[src/rtl/i2c_write_ctrl_pkg.sv]
// Shared types and constants for the single-byte I2C write controller.
// States, quarter-phase encoding and slot counts live here.
package i2c_pkg;

   typedef enum logic [2:0] {
      ST_IDLE  = 3'd0,
      ST_START = 3'd1,
      ST_ADDR  = 3'd2,
      ST_AACK  = 3'd3,
      ST_DATA  = 3'd4,
      ST_DACK  = 3'd5,
      ST_STOP  = 3'd6
   } state_e;

   typedef enum logic [1:0] {
      Q0 = 2'd0,
      Q1 = 2'd1,
      Q2 = 2'd2,
      Q3 = 2'd3
   } quarter_e;

   localparam int unsigned ADDR_BITS = 8;
   localparam int unsigned DATA_BITS = 8;

   // SCL is high during the second half of every bit slot.
   function automatic logic q_high(input quarter_e q);
      return (q == Q2) || (q == Q3);
   endfunction

   function automatic logic is_ack_slot(input state_e s);
      return (s == ST_AACK) || (s == ST_DACK);
   endfunction

endpackage

[src/rtl/i2c_write_ctrl_if.sv]
// Request, address-unit and line signals of the I2C write controller.
// slave: the controller itself; master: the requester / address unit side.
interface i2c_write_ctrl_if;

   logic       start;
   logic [6:0] addr;
   logic [7:0] data;
   logic [6:0] au_addr;
   logic       au_go;
   logic       au_abit;
   logic       au_sda;
   logic       sda_i;
   logic       scl_o;
   logic       sda_o;
   logic       busy;
   logic       done;
   logic       ack_err;

   modport master (
      output start, addr, data, au_sda, sda_i,
      input  au_addr, au_go, au_abit, scl_o, sda_o, busy, done, ack_err
   );

   modport slave (
      input  start, addr, data, au_sda, sda_i,
      output au_addr, au_go, au_abit, scl_o, sda_o, busy, done, ack_err
   );

endinterface

[src/rtl/i2c_write_ctrl_phase_gen.sv]
// Quarter-phase generator: CLK_DIV clk cycles per quarter, four quarters per
// bit slot. Counters sit at Q0/0 while disabled.
module i2c_phase_gen
   import i2c_pkg::*;
#(
   parameter int unsigned CLK_DIV = 4
) (
   input  logic     clk,
   input  logic     rst,
   input  logic     en,
   output quarter_e quarter,
   output logic     phase_first,
   output logic     phase_last,
   output logic     slot_end
);

   localparam int unsigned CW = $clog2(CLK_DIV) + 1;
   localparam logic [CW-1:0] CNT_MAX = CW'(CLK_DIV - 1);

   logic [CW-1:0] cnt_q, cnt_d;
   quarter_e      quarter_q, quarter_d;

   always_ff @(posedge clk or negedge rst) begin
      if (!rst) begin
         cnt_q     <= '0;
         quarter_q <= Q0;
      end else begin
         cnt_q     <= cnt_d;
         quarter_q <= quarter_d;
      end
   end

   always_comb begin
      cnt_d     = cnt_q;
      quarter_d = quarter_q;
      if (!en) begin
         cnt_d     = '0;
         quarter_d = Q0;
      end else if (cnt_q == CNT_MAX) begin
         cnt_d     = '0;
         quarter_d = quarter_e'(quarter_q + 2'd1);
      end else begin
         cnt_d = cnt_q + CW'(1);
      end
   end

   assign quarter     = quarter_q;
   assign phase_first = (cnt_q == '0);
   assign phase_last  = (cnt_q == CNT_MAX);
   assign slot_end    = (quarter_q == Q3) && (cnt_q == CNT_MAX);

endmodule

[src/rtl/i2c_write_ctrl.sv]
// Single-byte I2C master write sequencer: START, address (via address unit),
// ACK, data byte MSB first, ACK, STOP. Optional NACK handling: I2C_WRITE_CTRL_ACK_CHECK_EN.
module i2c_write_ctrl
   import i2c_pkg::*;
#(
   parameter int unsigned CLK_DIV = 4
) (
   input logic             clk,
   input logic             rst,
   i2c_write_ctrl_if.slave bus
);

   state_e     state_q, state_d;
   logic [6:0] addr_q, addr_d;
   logic [7:0] shift_q, shift_d;
   logic [2:0] bit_cnt_q, bit_cnt_d;
   logic       done_q, done_d;
   logic       sda_prev_q, sda_prev_d;

   logic       accept;
   logic       gen_en;
   logic       au_abit;
   logic       addr_nack;
   logic       scl;
   logic       sda;

   quarter_e   quarter;
   logic       phase_first;
   logic       phase_last;
   logic       slot_end;

   assign accept = (state_q == ST_IDLE) && bus.start;
   // The accept cycle already counts as the first cycle of the START slot.
   assign gen_en = accept || (state_q != ST_IDLE);

   i2c_phase_gen #(
      .CLK_DIV(CLK_DIV)
   ) u_phase (
      .clk        (clk),
      .rst        (rst),
      .en         (gen_en),
      .quarter    (quarter),
      .phase_first(phase_first),
      .phase_last (phase_last),
      .slot_end   (slot_end)
   );

`ifdef I2C_WRITE_CTRL_ACK_CHECK_EN
   logic ack_err_q, ack_err_d;
   logic ack_sample;

   assign ack_sample = is_ack_slot(state_q) && (quarter == Q2) && phase_last;

   always_ff @(posedge clk or negedge rst) begin
      if (!rst) begin
         ack_err_q <= 1'b0;
      end else begin
         ack_err_q <= ack_err_d;
      end
   end

   always_comb begin
      ack_err_d = ack_err_q;
      if (accept) begin
         ack_err_d = 1'b0;
      end else if (ack_sample && bus.sda_i) begin
         ack_err_d = 1'b1;
      end
   end

   // ack_err is clear on entry to AACK, so a set flag at AACK end is its own NACK.
   assign addr_nack   = ack_err_q;
   assign bus.ack_err = ack_err_q;
`else
   logic unused_ack;

   assign unused_ack  = bus.sda_i ^ phase_last;
   assign addr_nack   = 1'b0;
   assign bus.ack_err = 1'b0;
`endif

   always_ff @(posedge clk or negedge rst) begin
      if (!rst) begin
         state_q    <= ST_IDLE;
         addr_q     <= '0;
         shift_q    <= '0;
         bit_cnt_q  <= '0;
         done_q     <= 1'b0;
         sda_prev_q <= 1'b1;
      end else begin
         state_q    <= state_d;
         addr_q     <= addr_d;
         shift_q    <= shift_d;
         bit_cnt_q  <= bit_cnt_d;
         done_q     <= done_d;
         sda_prev_q <= sda_prev_d;
      end
   end

   always_comb begin
      state_d   = state_q;
      addr_d    = addr_q;
      shift_d   = shift_q;
      bit_cnt_d = bit_cnt_q;
      done_d    = 1'b0;
      au_abit   = 1'b0;
      case (state_q)
         ST_IDLE: begin
            if (accept) begin
               addr_d  = bus.addr;
               shift_d = bus.data;
               state_d = ST_START;
            end
         end
         ST_START: begin
            if (slot_end) begin
               state_d   = ST_ADDR;
               bit_cnt_d = 3'(ADDR_BITS - 1);
            end
         end
         ST_ADDR: begin
            au_abit = (quarter == Q0) && phase_first;
            if (slot_end) begin
               if (bit_cnt_q == 3'd0) begin
                  state_d = ST_AACK;
               end else begin
                  bit_cnt_d = bit_cnt_q - 3'd1;
               end
            end
         end
         ST_AACK: begin
            if (slot_end) begin
               if (addr_nack) begin
                  state_d = ST_STOP;
               end else begin
                  state_d   = ST_DATA;
                  bit_cnt_d = 3'(DATA_BITS - 1);
               end
            end
         end
         ST_DATA: begin
            if (slot_end) begin
               shift_d = {shift_q[6:0], 1'b0};
               if (bit_cnt_q == 3'd0) begin
                  state_d = ST_DACK;
               end else begin
                  bit_cnt_d = bit_cnt_q - 3'd1;
               end
            end
         end
         ST_DACK: begin
            if (slot_end) begin
               state_d = ST_STOP;
            end
         end
         ST_STOP: begin
            if (slot_end) begin
               state_d = ST_IDLE;
               done_d  = 1'b1;
            end
         end
         default: begin
            state_d = ST_IDLE;
         end
      endcase
   end

   // Line levels are decoded combinationally so reset releases them at once.
   always_comb begin
      scl = 1'b1;
      sda = 1'b1;
      case (state_q)
         ST_IDLE: begin
            scl = 1'b1;
            sda = 1'b1;
         end
         ST_START: begin
            sda = !q_high(quarter);
         end
         ST_ADDR: begin
            scl = q_high(quarter);
            // Address unit shifts on au_abit; hold the old bit for that cycle.
            sda = ((quarter == Q0) && phase_first) ? sda_prev_q : bus.au_sda;
         end
         ST_AACK, ST_DACK: begin
            scl = q_high(quarter);
         end
         ST_DATA: begin
            scl = q_high(quarter);
            sda = shift_q[7];
         end
         ST_STOP: begin
            scl = (quarter != Q0);
            sda = q_high(quarter);
         end
         default: begin
            scl = 1'b1;
            sda = 1'b1;
         end
      endcase
   end

   assign sda_prev_d  = sda;

   assign bus.au_go   = accept;
   assign bus.au_abit = au_abit;
   assign bus.au_addr = addr_d;
   assign bus.busy    = (state_q != ST_IDLE);
   assign bus.done    = done_q;
   assign bus.scl_o   = scl;
   assign bus.sda_o   = sda;

endmodule

[src/flat_wrapper.sv]
// flat-port wrapper written by rule: the top's interface ports become plain ports
module i2c_write_ctrl_flat import i2c_pkg::*;
#(
   parameter int unsigned CLK_DIV = 4
)
  (clk, rst, bus_start, bus_addr, bus_data, bus_au_sda, bus_sda_i, bus_au_addr, bus_au_go, bus_au_abit, bus_scl_o, bus_sda_o, bus_busy, bus_done, bus_ack_err);
  i2c_write_ctrl_if bus_i ();
  input logic clk;
  input logic rst;
  input wire logic [$bits(bus_i.start)-1:0] bus_start;
  input wire logic [$bits(bus_i.addr)-1:0] bus_addr;
  input wire logic [$bits(bus_i.data)-1:0] bus_data;
  input wire logic [$bits(bus_i.au_sda)-1:0] bus_au_sda;
  input wire logic [$bits(bus_i.sda_i)-1:0] bus_sda_i;
  output wire logic [$bits(bus_i.au_addr)-1:0] bus_au_addr;
  output wire logic [$bits(bus_i.au_go)-1:0] bus_au_go;
  output wire logic [$bits(bus_i.au_abit)-1:0] bus_au_abit;
  output wire logic [$bits(bus_i.scl_o)-1:0] bus_scl_o;
  output wire logic [$bits(bus_i.sda_o)-1:0] bus_sda_o;
  output wire logic [$bits(bus_i.busy)-1:0] bus_busy;
  output wire logic [$bits(bus_i.done)-1:0] bus_done;
  output wire logic [$bits(bus_i.ack_err)-1:0] bus_ack_err;
  assign bus_i.start = bus_start;
  assign bus_i.addr = bus_addr;
  assign bus_i.data = bus_data;
  assign bus_i.au_sda = bus_au_sda;
  assign bus_i.sda_i = bus_sda_i;
  assign bus_au_addr = bus_i.au_addr;
  assign bus_au_go = bus_i.au_go;
  assign bus_au_abit = bus_i.au_abit;
  assign bus_scl_o = bus_i.scl_o;
  assign bus_sda_o = bus_i.sda_o;
  assign bus_busy = bus_i.busy;
  assign bus_done = bus_i.done;
  assign bus_ack_err = bus_i.ack_err;
  i2c_write_ctrl #(.CLK_DIV(CLK_DIV)) u_core (.clk(clk), .rst(rst), .bus(bus_i));
endmodule
[config.mk]
export PLATFORM = sky130hd
export DESIGN_NAME = i2c_write_ctrl_flat
export DESIGN_NICKNAME = d
export VERILOG_FILES = /design/src/rtl/i2c_write_ctrl_pkg.sv /design/src/rtl/i2c_write_ctrl_if.sv /design/src/rtl/i2c_write_ctrl_phase_gen.sv /design/src/rtl/i2c_write_ctrl.sv /design/src/flat_wrapper.sv
export SDC_FILE = /design/constraint.sdc
export NUM_CORES = 1
export LEC_CHECK = 0
export ABC_AREA = 1
export CAP_MARGIN = 15
export CORE_AREA = 2 2 76 78
export DETAILED_ROUTE_END_ITERATION = 7
export DIE_AREA = 0 0 78 80
export HOLD_SLACK_MARGIN = 0.12
export REMOVE_ABC_BUFFERS = 1
export SETUP_SLACK_MARGIN = 0.3
export SYNTH_ARGS = -nofsm -noshare
export SYNTH_HDL_FRONTEND = slang
export SYNTH_SLANG_ARGS = --single-unit
[constraint.sdc]
create_clock -name clk -period 2.05 [get_ports clk]
set_clock_uncertainty 0.05 [all_clocks]
set_input_delay 0.41 -clock clk [delete_from_list [all_inputs] [get_ports clk]]
set_output_delay 0.41 -clock clk [all_outputs]
set_load 0.02 [all_outputs]
* After elaboration in Yosys (flattened, before gate mapping)
Index checks and enable logic that the tools add are counted.
** Cells by class
- Reductions and logical operators :: 20
- Muxes and demuxes :: 29
- $add $sub $neg :: 3
- Shift operators :: 0
- Equal/unequal tests :: 22
- Magnitude comparators :: 0
- Div/mod/pow operators :: 0
- $mul :: 0
- Bitwise gates (word level) :: 0
** Operators with widths (count)
- 3-bit two-way mux :: 14
- 2-bit by 1-bit != test with 1-bit output (second input constant) :: 12
- 3-bit case mux with 7 select lines :: 1
- 8-bit two-way mux :: 2
- 8-bit case mux with 2 select lines :: 1
- 7-bit two-way mux :: 2
- 3-bit by 2-bit equality test with 1-bit output (second input constant) :: 3
- 3-bit equality test (second input constant) :: 3
- 3-bit logical NOT :: 3
- 9-bit AND reduction :: 1
- 3-bit case mux with 2 select lines :: 1
- 2-bit nonzero test :: 3
- 2-bit equality test (second input constant) :: 2
- 1-bit two-way mux :: 4
- 2-bit two-way mux :: 2
- 1-bit case mux with 4 select lines :: 1
- 4-bit AND reduction :: 1
- 2-bit OR reduction :: 2
- 4-bit OR reduction :: 1
- 3-bit by 1-bit adder with 3-bit output (second input constant) :: 1
- 3-bit by 1-bit equality test with 1-bit output (second input constant) :: 1
- 1-bit logical AND :: 3
- 3-bit AND reduction :: 1
- 3-bit nonzero test :: 1
- 7 further kinds :: 8
** Word-level totals
- Memories :: 0
- Bits in latches :: 0
- Bits of input ports :: 20
- Bits in registers :: 28
- Bits in writable memories :: 0
- Logic and storage cells :: 82
- Bits in read-only memories :: 0

* Depth between registers and ports, before layout
Gate-level depths: netlist of run 1.
- Word-level depth :: 4
- Gate-level depth with buffers :: 9
- Depth with buffers taken out :: 9

* Cells and area by module
From an unflattened synthesis of run 1, not the netlist that was laid out.
** Second synthesis, totals
- Cell total of the unflattened synthesis :: 205
- Area total of the unflattened synthesis :: 1587.8 µm²
** By module, submodules not included
- i2c_write_ctrl :: instances 1, seq. area each 576.8 µm², cells an instance 176, area an instance 1325.0 µm²
- i2c_phase_gen :: instances 1, seq. area each 125.1 µm², cells an instance 29, area an instance 262.8 µm²

* Worst setup path after synthesis of run 1
Ideal clock, no wire load.
- Path kind :: register -> output
- Start point :: register u_core.state_q[1]
- End point :: output bus_au_addr[0]
- Setup slack :: 0.339 ns
- Data arrival time :: 1.251 ns
- Buffers on the path :: 1
- Cell stages (with the launch flop) :: 7
- Path through :: dfrtp_1 buf_6 nor3_2 nand2_2 inv_2 nand2_1 nand2_1
** On the way
- Cells in the longest elaborated chain, start to end :: 4
** Ends and longest elaborated chain
- start: declaration :: RTL line i2c_write_ctrl.sv:13 : state_e state_q, state_d;
- start signal: assignment :: RTL line i2c_write_ctrl.sv:91 : state_q <= state_d;
- 3-bit logical NOT :: RTL line i2c_write_ctrl.sv:32 : assign accept = (state_q == ST_IDLE) && bus.start;
- 1-bit logical AND :: RTL line i2c_write_ctrl.sv:32
- via bus_au_go :: RTL line flat_wrapper.sv:16 : output wire logic [$bits(bus_i.au_go)-1:0] bus_au_go;
- 7-bit two-way mux :: RTL line i2c_write_ctrl.sv:109 : if (accept) begin
- 7-bit two-way mux :: RTL line i2c_write_ctrl.sv:107 : case (state_q)
- end: declaration :: RTL line flat_wrapper.sv:15 : output wire logic [$bits(bus_i.au_addr)-1:0] bus_au_addr;
The timed path passes the listed nets, and every way through them passes these cells.

* Worst setup path after layout of run 1
- Start point :: register u_core.u_phase.quarter_q[0], in the netlist u_core.u_phase.quarter[0]
- End point :: output bus_sda_o
** On the way
- Cells in the longest elaborated chain, start to end :: 4
** Ends and longest elaborated chain
- start: declaration :: RTL line i2c_write_ctrl_phase_gen.sv:21 : quarter_e quarter_q, quarter_d;
- start signal: assignment :: RTL line i2c_write_ctrl_phase_gen.sv:29 : quarter_q <= quarter_d;
- 2-bit logical NOT / 2-bit equality test (equally long branches) :: RTL line i2c_write_ctrl.sv:183, i2c_write_ctrl_pkg.sv:27
- 1-bit logical AND / 1-bit logical OR (equally long branches) :: RTL line i2c_write_ctrl.sv:183, i2c_write_ctrl_pkg.sv:27
- 1-bit two-way mux / 1-bit logical NOT (equally long branches) :: RTL line i2c_write_ctrl.sv:183, i2c_write_ctrl.sv:178
- 1-bit case mux with 4 select lines * :: RTL line i2c_write_ctrl.sv:172 : case (state_q)
- end: declaration :: RTL line flat_wrapper.sv:19 : output wire logic [$bits(bus_i.sda_o)-1:0] bus_sda_o;
Every way passes the cells marked *; elsewhere a longest branch is shown, timed or not.

==> key figures, run 1 <==
Global routing
  – Aggregate global routing overflow: 0
  – Initial antenna violation count: 0
  – All-Layer GR Usage: 0.124
  – Vias in the first global route: 1505
  – Global-route wire length before repair: 6200 um
  – Largest net degree at the start of global routing: 29

Run
  – Max cap viols: 0

Floorplan
  – I/O pins: 34
  – Die area: 6240 um^2
  – Die Y: 80 um
  – Core ar.: 5410 um^2
  – # rows: 27
  – Initial Utilization: 0.292
  – Die W: 78 um

CTS
  – Clk Latency, worst-skew pair: 280 ps
  – CTS tree: built
  – Clk root buf: clkbuf_8
  – Hold_buf cts: 0
  – Clk sink count: 28
  – Clk buf depth: 2
  – Worst-path clk slew: 100 ps
  – Num CTS Buffers: 3
  – CTS HTree Levels: 1

Yosys
  – Mapped Avg Cell Area: 7.55 um^2
  – Netlist cell types: 25
  – Combinational family with the most area after synthesis: simple AND/OR/NAND/NOR gates
  – Simple-gate area share of the yosys netlist: 0.301
  – Yosys reg bits: 28
  – Adder-Cell Fraction of Synth Area: 0.0555
  – Compound-cell area share of the yosys netlist: 0.0833
  – Mapped Cells: 209
  – Post-synthesis mux area share: 0
  – Post-synthesis sequential area ratio: 0.445
  – XOR/XNOR share of the synthesized area: 0
  – Syn. warnings: 0
  – Synth Cell Area: 1580 um^2

Placed design
  – Final Wtd Congestion: 0.851
  – # port buffers: 31
  – DPL Wire Length: 2390 um
  – Dpl cells: 329
  – Placement Setup Slack: -296 ps

STA
  – Min Clock Period, post-route: 2020 ps
  – Highest clock rate: 495 MHz
  – Min setup slack post-route: 29.9 ps
  – Final Cycle Share: 0.985
  – Pins Over Slew Limit: 0
  – RSZ-0062 raised after global routing: yes
  – Setup violators final: 0
  – Final hold vios: 0

Cells and area
  – Post-route insts no fill: 363
  – Share of post-route cells with drive strength above 1: 0.447
  – Number of fill cells in the layout: 537
  – Ant diodes: 0
  – Nets@finish: 319
  – Area Overhead vs Synth: 63.2%

Worst setup path
  – Setup crit end kind: output port
  – Crit path max fanout: 3
  – Critical-path cell list: inv_2, buf_6, ha_4, nand3_4, nor2_2, nor2_1, o21ai_1, nand2_2, buf_6
  – Register-to-register setup slack: 70 ps
  – CP max-delay cell: dfrtp_1
  – Worst r2r path cells: 14
  – Worst path arrival time: 1560 ps
  – Worst r2r src: u_core.u_phase.quarter[0]
  – Kind of critical path: reg -> out
  – Most Frequent Cell on Critical Path: buf_6
  – CP max stage delay: 420 ps
  – CP Data Required Time: 1590 ps
  – Setup crit start kind: flop
  – Worst R2R End: u_core.sda_prev_q

Detailed routing
  – Total Wirelength: 3770 um
  – Average wire per standard cell: 10.4 um
  – Post-route ant nets: 0
  – Detailed-route DRC error count: 0
  – Routed via count: 1550
  – Routed vias/inst: 4.27
  – Initial drt markers: 22
  – First-pass DRT Iterations: 4

Hold path
  – Hold EP: u_core.bit_cnt_q[1]
  – Hold Path Stages: 2
  – Worst Hold Launch: u_core.bit_cnt_q[1]
  – Class of the worst hold path: reg -> reg

Pwr
  – Worst VDD drop: 0.836 mV
  – P_leak: 1.34 nW
  – PwrDens: 1540 nW/um^2

Outcome
  – Status: finished, final reports clean
[metal layers]
metal  GRT usage  part of all wire  up-vias
met4      0.0281             0.011        0
met1       0.146              0.44      713
met2       0.231              0.51       33
met5           0                 0        -
met3      0.0260             0.042        4
li1            -                 -      800
[kinds of logic (layout without fill, tap and decap cells)]
group / after synthesis / after routing
AOI/OAI and AO/OA: 24 / 24
DFF: 28 / 28
and+or+nand+nor: 108 / 108
adders and majority gates: 7 / 7
buffers and inverters: 41 / 123
other: 1 / 1
[cells in the mapped netlist]
cell type  number  area [um^2]
a21oi_1         3         15.0
a21oi_2         1         8.76
buf_2           1         5.00
buf_4           2         15.0
buf_6           2         22.5
conb_1          1         3.75
dfrtp_1        27          676
dfstp_2         1         26.3
ha_1            7         87.6
inv_1          27          101
inv_2           9         33.8
nand2_1        69          259
nand2_2         8         50.1
nand2_4         1         11.3
nand3_1        14         70.1
nand3_2         1         10.0
nand4_1         1         6.26
nor2_1          9         33.8
nor2_2          2         12.5
nor3_2          1         10.0
o21ai_0         9         45.0
o21ai_1         9         45.0
o21ai_2         2         17.5
or2_0           1         6.26
or2_2           1         6.26
[how the worst max path moves through the flow]
stage	start	end	cells after the start	slack (ps)
6_report	u_core.u_phase.quarter[0]	bus_sda_o	9	30
5_1_grt	u_core.u_phase.quarter[0]	bus_sda_o	9	-80
4_1_cts	u_core.u_phase.quarter[0]	bus_sda_o	8	9
3_5_place_dp	bus_start	bus_au_addr[1]	6	-300
3_3_place_gp	bus_start	bus_au_addr[4]	6	-290
2_1_floorplan	u_core.state_q[1]	bus_au_addr[0]	5	340
[worst max-delay path, delay by kind of cell (launching register included)]
| kind | cells | cell delay [ps] |
|---|---|---|
| AO/OA/AOI/OAI | 1 | 90 |
| adder cells (fa/ha/maj) | 1 | 140 |
| buffers and inverters | 3 | 310 |
| flip-flops | 1 | 420 |
| AND/OR/NAND/NOR | 4 | 320 |
[final cells by class]
class | count | area (um^2) | area share
Tap cell | 72 | 90.1 | 0.0350
Sequential cell | 28 | 703 | 0.273
Timing Repair Buffer | 83 | 742 | 0.288
Multi-Input combinational cell | 140 | 826 | 0.321
Inverter | 36 | 143 | 0.0554
Clock buffer | 3 | 41.3 | 0.0160
Clock inverter | 1 | 30.0 | 0.0117
[placed cells by master, fill, tap and decap left out, types with 3 or more instances in the layout]
master / instances
clkdlybuf4s50_1: 19
nor2_2: 6
clkbuf_8: 3
buf_4: 45
nor2_1: 5
nand2_2: 24
inv_1: 24
nand2_1: 50
o21ai_0: 8
inv_4: 3
buf_6: 19
nand3_1: 12
a21oi_2: 3
nand2_4: 4
inv_2: 9
o21ai_2: 3
ha_1: 4
o21ai_1: 9
dfrtp_1: 26
[state kept, by name (all words and copies together) (netlist names)]
register                flops
u_core.addr_q               7
u_core.bit_cnt_q            3
u_core.bus.done             1
u_core.sda_prev_q           1
u_core.shift_q              8
u_core.state_q              3
u_core.u_phase.cnt_q        3
u_core.u_phase.quarter      2
[metrics by stage]
step	cell area [um^2]	hold WS [ps]	power (W)	utilization	TNS [ps]
finish	2570	429	0.00397	0.476	0
global route	2570	455	0.00427	0.476	-210
CTS	2450	435	0.00372	0.453	0
detailed placement	2100	410	0.00272	0.389	-2510
global placement	2100	409	0.00269	0.389	-2420
floorplan	1540	64.4	0.00197	-	0
[power breakdown]
part           switching (W)  internal (W)  total [W]
Clock               0.000186      0.000262   0.000448
Combinational        0.00126       0.00133    0.00259
Sequential          0.000134      0.000795   0.000929
[timing repair]
item / 4_1_cts / 5_1_grt
setup endpoints to repair: 12 / 15
gates resized for setup: 96 / 29
setup buffers: 26 / 4
pin swaps: 13 / 6
hold endpoints to repair: 0 / 0
(Power assumes the default switching activity.)
==> inputs of run 2 (changes only) <==
--- a/config.mk
+++ b/config.mk
@@ -15,4 +15,5 @@
 export SETUP_SLACK_MARGIN = 0.3
 export SYNTH_ARGS = -nofsm -noshare
 export SYNTH_HDL_FRONTEND = slang
+export SYNTH_HIERARCHICAL = 1
 export SYNTH_SLANG_ARGS = --single-unit
==> run 2 against run 1 <==
Net effect: sequential cell count unchanged; via count is 1.2% lower; total power is 2.5% lower; routed wire length rose by 1.7%; synthesized area rose by 0.40%; maximum frequency is 0.46% lower; cell area increased by 1.4%; core utilization increased by 0.65 points; die area stayed put; combinational power is 2% higher; critical path type unchanged; largest cell class unchanged; largest power group unchanged.
==> key figures, run 2 <==
Outcome
  – Status: finished, final reports clean

Cells and area
  – Design Area, Final: 2610 um^2 (+1.4%)
  – Top flop regs: u_core/shift_q: 8 flops, u_core/addr_q: 7 flops
  – Largest register FFs: 8 (unchanged)
  – Commonest non-fill, non-tap cell in the layout: nand2_1
  – Post-layout util: 0.483 (+0.00648)
  – Commonest non-fill, non-tap cells in the layout: nand2_1, buf_6, dfrtp_1
  – Share of post-route cells with drive strength above 1: 0.393 (-0.0539)
  – Nets@finish: 308 (-3.4%)
  – Number of fill cells in the layout: 526 (-2.0%)
  – Ant diodes: 0 (unchanged)
  – Area Overhead vs Synth: 64.8%
  – Largest Register: u_core/shift_q

Floorplan
  – I/O pins: 34 (unchanged)
  – Initial Utilization: 0.293 (+0.00116)
  – Die Y: 80 um (unchanged)
  – # rows: 27 (unchanged)
  – Core ar.: 5410 um^2 (unchanged)
  – Die area: 6240 um^2 (unchanged)
  – Die W: 78 um (unchanged)

Worst setup path
  – CP max-delay cell: dfrtp_2
  – Worst R2R End: u_core/addr_q[4]
  – Worst path arrival time: 1570 ps (about the same)
  – Critical-path cell list: buf_12, nor2_4, nand2_4, buf_12, nand2_4, nand2_4, buf_6
  – CP Data Required Time: 1590 ps (about the same)
  – CP max stage delay: 470 ps (+50 ps)
  – Crit path max fanout: 7 (+4)
  – Worst r2r src: u_core/state_q[2]
  – Register-to-register setup slack: 220 ps (+150 ps)
  – Most Frequent Cell on Critical Path: nand2_4
  – Kind of critical path: reg -> out
  – CP top delay family: flip-flops
  – Setup crit start kind: flop
  – Worst r2r path cells: 11 (-3)
  – Setup crit end kind: output port
  – Worst Path Buf+Inv: 3 (unchanged)
  – Crit path from: u_core/state_q[2]

Yosys
  – Mapped Cells: 204 (-2.4%)
  – Syn. warnings: 6 (+6)
  – Synth Cell Area: 1580 um^2 (+0.40%)
  – Mapped Avg Cell Area: 7.76 um^2 (+2.9%)

STA
  – Pins Over Slew Limit: 0 (unchanged)
  – Setup violators final: 0 (unchanged)
  – Min Clock Period, post-route: 2030 ps (+9.36 ps)
  – Final hold vios: 0 (unchanged)
  – Highest clock rate: 493 MHz (-0.46%)
  – Final Cycle Share: 0.990 (+0.00457)
  – Fin Hold WS: 434 ps (+5.11 ps)
  – RSZ-0062 raised after global routing: yes

Detailed routing
  – Routed vias/inst: 4.35 (+1.9%)
  – Detailed-route DRC error count: 0 (unchanged)
  – Post-route ant nets: 0 (unchanged)
  – First-pass DRT Iterations: 4 (unchanged)
  – Routed via count: 1532 (-1.2%)
  – Total Wirelength: 3830 um (+1.7%)
  – Average wire per standard cell: 10.9 um (+4.9%)
  – Initial drt markers: 51 (+130%)

Placed design
  – Final Wtd Congestion: 0.863 (+1.5%)
  – DPL Wire Length: 2490 um (+3.9%)
  – DP Area: 2150 um^2 (+2.1%)
  – # port buffers: 31 (unchanged)

Pwr
  – Sequential power share: 0.236 (+0.002)
  – Clock share of power: 0.081 (-0.032)
  – Internal: 0.00228 W (-4.3%)
  – P_leak: 1.31 nW (-1.9%)
  – Sw Ratio: 0.410 (+0.0109)
  – Logic pwr share: 0.683 (+0.030)
  – Sw Pwr: 0.00159 W (+0.12%)
  – Worst VDD drop: 0.835 mV (-0.19%)
  – PwrDens: 1480 nW/um^2 (-3.9%)

Global routing
  – Vias in the first global route: 1504 (-0.066%)
  – Global-route wire length before repair: 6540 um (+5.4%)
  – Largest net degree at the start of global routing: 29 (unchanged)
  – Aggregate global routing overflow: 0 (unchanged)
  – Initial antenna violation count: 0 (unchanged)
  – All-Layer GR Usage: 0.132 (+0.00783)

Hold path
  – Hold EP: u_core/bit_cnt_q[1]
  – Hold Path Stages: 2 (unchanged)
  – Worst Hold Launch: u_core/bit_cnt_q[1]
  – Class of the worst hold path: reg -> reg

CTS
  – Worst-path clk slew: 90 ps (about the same)
  – Num CTS Buffers: 3 (unchanged)
  – Clk Latency, worst-skew pair: 270 ps (about the same)
  – Clk buf depth: 2 (unchanged)
  – CTS tree: built
  – Clk sink count: 28 (unchanged)
  – Clk root buf: clkbuf_8
  – CTS HTree Levels: 1 (unchanged)

Run
  – Max cap viols: 0 (unchanged)
## run 2: layout make-up
cell class / instances / area, um^2 / share of cell area
Timing Repair Buffer: 75 / 764 / 0.293
Multi-Input combinational cell: 142 / 883 / 0.338
Inverter: 30 / 118 / 0.0451
Clock buffer: 4 / 45.0 / 0.0173
Timing Repair inverter: 1 / 6.26 / 0.00240
Tap cell: 72 / 90.1 / 0.0345
Sequential cell: 28 / 703 / 0.269
## run 2: worst max-delay path by stage
stage	slack [ps]	to	cells past startpoint
detailed placement	-320	bus_au_addr[4]	6
global placement	-310	bus_au_addr[4]	6
floorplan	350	u_core/shift_q[3]	7
CTS	30	bus_sda_o	9
finish	20	bus_au_addr[4]	7
global route	-40	bus_au_addr[4]	7
## run 2: layer usage
layer  GRT usage  vias up  part of all wire
met1       0.156      711              0.45
met2       0.250       26              0.50
li1            -      787                 -
met5           0        -                 0
met4      0.0263        0             0.019
met3      0.0238        8             0.033
## run 2: power by group through the flow
stage	logic (W)	registers, W	clock network [W]
finish	0.00264	0.000913	0.000312
global route	0.00287	0.000940	0.000353
CTS	0.00232	0.000883	0.000323
detailed placement	0.00183	0.000892	0
global placement	0.00181	0.000889	0
floorplan	0.00102	0.000894	0
## run 2: per-stage QoR
stage	setup slack, ps	power [W]	instances	setup TNS, ps
floorplan	348	0.00192	200	0
global placement	-315	0.00270	327	-2610
detailed placement	-322	0.00272	327	-2680
CTS	31.7	0.00352	351	0
global route	-43.7	0.00416	352	-177
finish	20.5	0.00387	352	0
## run 2: tightest hold or removal path: cells and delay by family, from the launching register on
kind | cells | cell delay, ps
flops | 1 | 360
simple gates | 2 | 100
## run 2: timing repair
| item | 4_1_cts | 5_1_grt |
|---|---|---|
| pin swaps | 13 | 2 |
| endpoints found under the hold margin | 0 | 0 |
| hold buffers | 0 | 0 |
| resized for setup | 98 | 41 |
| cloned | 1 | 0 |
| endpoints found under the setup margin | 12 | 26 |
| buffers inserted | 19 | 1 |
==> inputs of run 3 (changes only) <==
--- a/config.mk
+++ b/config.mk
@@ -8,6 +8,7 @@
 export ABC_AREA = 1
 export CAP_MARGIN = 15
 export CORE_AREA = 2 2 76 78
+export CTS_BUF_LIST = sky130_fd_sc_hd__clkbuf_8
 export DETAILED_ROUTE_END_ITERATION = 7
 export DIE_AREA = 0 0 78 80
 export HOLD_SLACK_MARGIN = 0.12
==> run 3 against run 2 <==
Net effect: via count is essentially flat; hold slack hardly changed; register-to-register slack hardly changed; maximum frequency barely moved; first-iteration DRC count is the same; core utilization is the same; sequential cell count did not move; clock-buffer cell count down 1; cell area unchanged; total power is 0.15% lower; global-route usage unchanged; critical path type unchanged; critical endpoint unchanged.
==> key figures, run 3 (same netlist as run 2, synthesis figures left out) <==
Outcome
  – Status: finished, final reports clean

Cells and area
  – Post-layout util: 0.483 (unchanged)
  – Area of the multi-input gates: 883 um^2 (unchanged)
  – Top flop regs: u_core/shift_q: 8 flops, u_core/addr_q: 7 flops
  – Share of post-route cells with drive strength above 1: 0.393 (unchanged)
  – Largest register FFs: 8 (unchanged)
  – Commonest non-fill, non-tap cell in the layout: nand2_1
  – Number of fill cells in the layout: 526 (unchanged)
  – Commonest non-fill, non-tap cells in the layout: nand2_1, buf_6, dfrtp_1
  – Ant diodes: 0 (unchanged)
  – Area Overhead vs Synth: 64.8% (unchanged)
  – Nets@finish: 308 (unchanged)
  – Largest Register: u_core/shift_q
  – Register area: 703 um^2 (unchanged)

Placed design
  – DPL Wire Length: 2490 um (unchanged)
  – # port buffers: 31 (unchanged)
  – Final Wtd Congestion: 0.863 (unchanged)

Worst setup path
  – Crit path max fanout: 7 (unchanged)
  – Worst R2R End: u_core/addr_q[4]
  – CP Data Required Time: 1590 ps (about the same)
  – Most Frequent Cell on Critical Path: nand2_4
  – Worst r2r src: u_core/state_q[2]
  – Setup crit end kind: output port
  – Worst path arrival time: 1570 ps (about the same)
  – CP max-delay cell: dfrtp_2
  – CP max stage delay: 470 ps (about the same)
  – Critical-path cell list: buf_12, nor2_4, nand2_4, buf_12, nand2_4, nand2_4, buf_6
  – Register-to-register setup slack: 220 ps (about the same)
  – Kind of critical path: reg -> out
  – Setup crit start kind: flop
  – Worst r2r path cells: 11 (unchanged)

Floorplan
  – Initial Utilization: 0.293 (unchanged)
  – Die W: 78 um (unchanged)
  – Die area: 6240 um^2 (unchanged)
  – I/O pins: 34 (unchanged)
  – Die Y: 80 um (unchanged)
  – # rows: 27 (unchanged)
  – Core ar.: 5410 um^2 (unchanged)

Detailed routing
  – First-pass DRT Iterations: 4 (unchanged)
  – Total Wirelength: 3830 um (-0.10%)
  – Detailed-route DRC error count: 0 (unchanged)
  – Routed vias/inst: 4.36 (about the same)
  – Initial drt markers: 51 (unchanged)
  – Post-route ant nets: 0 (unchanged)
  – Routed via count: 1533 (+0.065%)
  – Average wire per standard cell: 10.9 um (-0.10%)

Global routing
  – Global-route wire length before repair: 6540 um (unchanged)
  – Initial antenna violation count: 0 (unchanged)
  – All-Layer GR Usage: 0.132 (unchanged)
  – Largest net degree at the start of global routing: 29 (unchanged)
  – Vias in the first global route: 1504 (unchanged)
  – Aggregate global routing overflow: 0 (unchanged)

CTS
  – Clk buf depth: 2 (unchanged)
  – Clk sink count: 28 (unchanged)
  – Worst-path clk slew: 90 ps (about the same)
  – Clk root buf: clkbuf_8
  – CTS tree: built
  – CTS HTree Levels: 1 (unchanged)
  – Clk Latency, worst-skew pair: 270 ps (about the same)
  – Num CTS Buffers: 3 (unchanged)
  – Hold_buf cts: 0 (unchanged)

STA
  – Final Cycle Share: 0.990 (about the same)
  – Fin Hold WS: 434 ps (-0.0280 ps)
  – Final hold vios: 0 (unchanged)
  – Highest clock rate: 493 MHz (about the same)
  – Sum Neg Setup Slack: 0 ps (unchanged)
  – Setup violators final: 0 (unchanged)
  – Min Clock Period, post-route: 2030 ps (-0.470 ps)
  – RSZ-0062 raised after global routing: yes
  – Pins Over Slew Limit: 0 (unchanged)

Run
  – Max cap viols: 0 (unchanged)

Pwr
  – Internal: 0.00228 W (-0.22%)
  – Logic pwr share: 0.684 (about the same)
  – Worst VDD drop: 0.835 mV (about the same)
  – PwrDens: 1480 nW/um^2 (-0.15%)
  – Clock share of power: 0.079 (-0.002)
  – P_leak: 1.31 nW (+0.32%)
  – Sequential power share: 0.236 (about the same)
  – Sw Pwr: 0.00159 W (about the same)
  – Sw Ratio: 0.410 (about the same)

Hold path
  – Class of the worst hold path: reg -> reg
  – Hold Path Stages: 2 (unchanged)
  – Worst Hold Launch: u_core/bit_cnt_q[1]
  – Hold EP: u_core/bit_cnt_q[1]
-- run 3: cell count changes in the layout (fill, tap and decap cells not counted) --
| cell | change |
|---|---|
| inv_1 | +1 |
| clkbuf_1 | -1 |
-- run 3: power by group through the flow --
stage | combinational [W] | clock [W] | sequential, W
final | 0.00264 | 0.000307 | 0.000913
after global routing | 0.00287 | 0.000348 | 0.000940
after CTS | 0.00232 | 0.000319 | 0.000883
after detailed placement | 0.00183 | 0 | 0.000892
after global placement | 0.00181 | 0 | 0.000889
after floorplan | 0.00102 | 0 | 0.000894
-- run 3: metrics by stage --
stage | instance area (um^2) | worst slack (ps) | total power [W] | instances
floorplan | 1550 | 348 | 0.00192 | 200
global placement | 2150 | -315 | 0.00270 | 327
detailed placement | 2150 | -322 | 0.00272 | 327
CTS | 2450 | 31.5 | 0.00352 | 351
global route | 2610 | -44.2 | 0.00416 | 352
finish | 2610 | 21.0 | 0.00386 | 352
-- run 3: per-layer routing --
layer,share of wire,vias to the layer above,track usage,wire [um]
met5,0,-,0,0
met4,0.019,0,0.0263,74
met3,0.035,8,0.0238,134
met2,0.50,28,0.250,1910
met1,0.45,710,0.156,1710
li1,-,787,-,-
-- run 3: layout make-up --
cell class	count	area share
multi-input cells	142	0.338
repair buffers	75	0.293
flip-flops and latches	28	0.269
inverters	30	0.0451
well taps	72	0.0345
clock buffers	3	0.0158
repair inverters	1	0.00240
clock inverters	1	0.00144
-- run 3: timing repair --
action                                  4_1_cts  5_1_grt
pin swaps                                    13        2
gates cloned                                  1        0
gates resized for setup                      98       41
buffers inserted                             19        1
endpoints found under the setup margin       12       26
-- run 3: worst max path at each step --
| stage | start | endpoint | cells past startpoint |
|---|---|---|---|
| finish | u_core/state_q[2] | bus_au_addr[4] | 7 |
| global route | u_core/state_q[2] | bus_au_addr[4] | 7 |
| CTS | u_core/u_phase/cnt_q[0] | bus_sda_o | 9 |
| detailed placement | bus_start | bus_au_addr[4] | 6 |
| global placement | bus_start | bus_au_addr[4] | 6 |
| floorplan | u_core/u_phase/cnt_q[0] | u_core/shift_q[3] | 7 |
-- run 3: critical path, delay by kind of cell, from the launching register on --
kind / cells / cell delay [ps]
flip-flops: 1 / 470
buffers and inverters: 3 / 450
AND/OR/NAND/NOR: 4 / 390
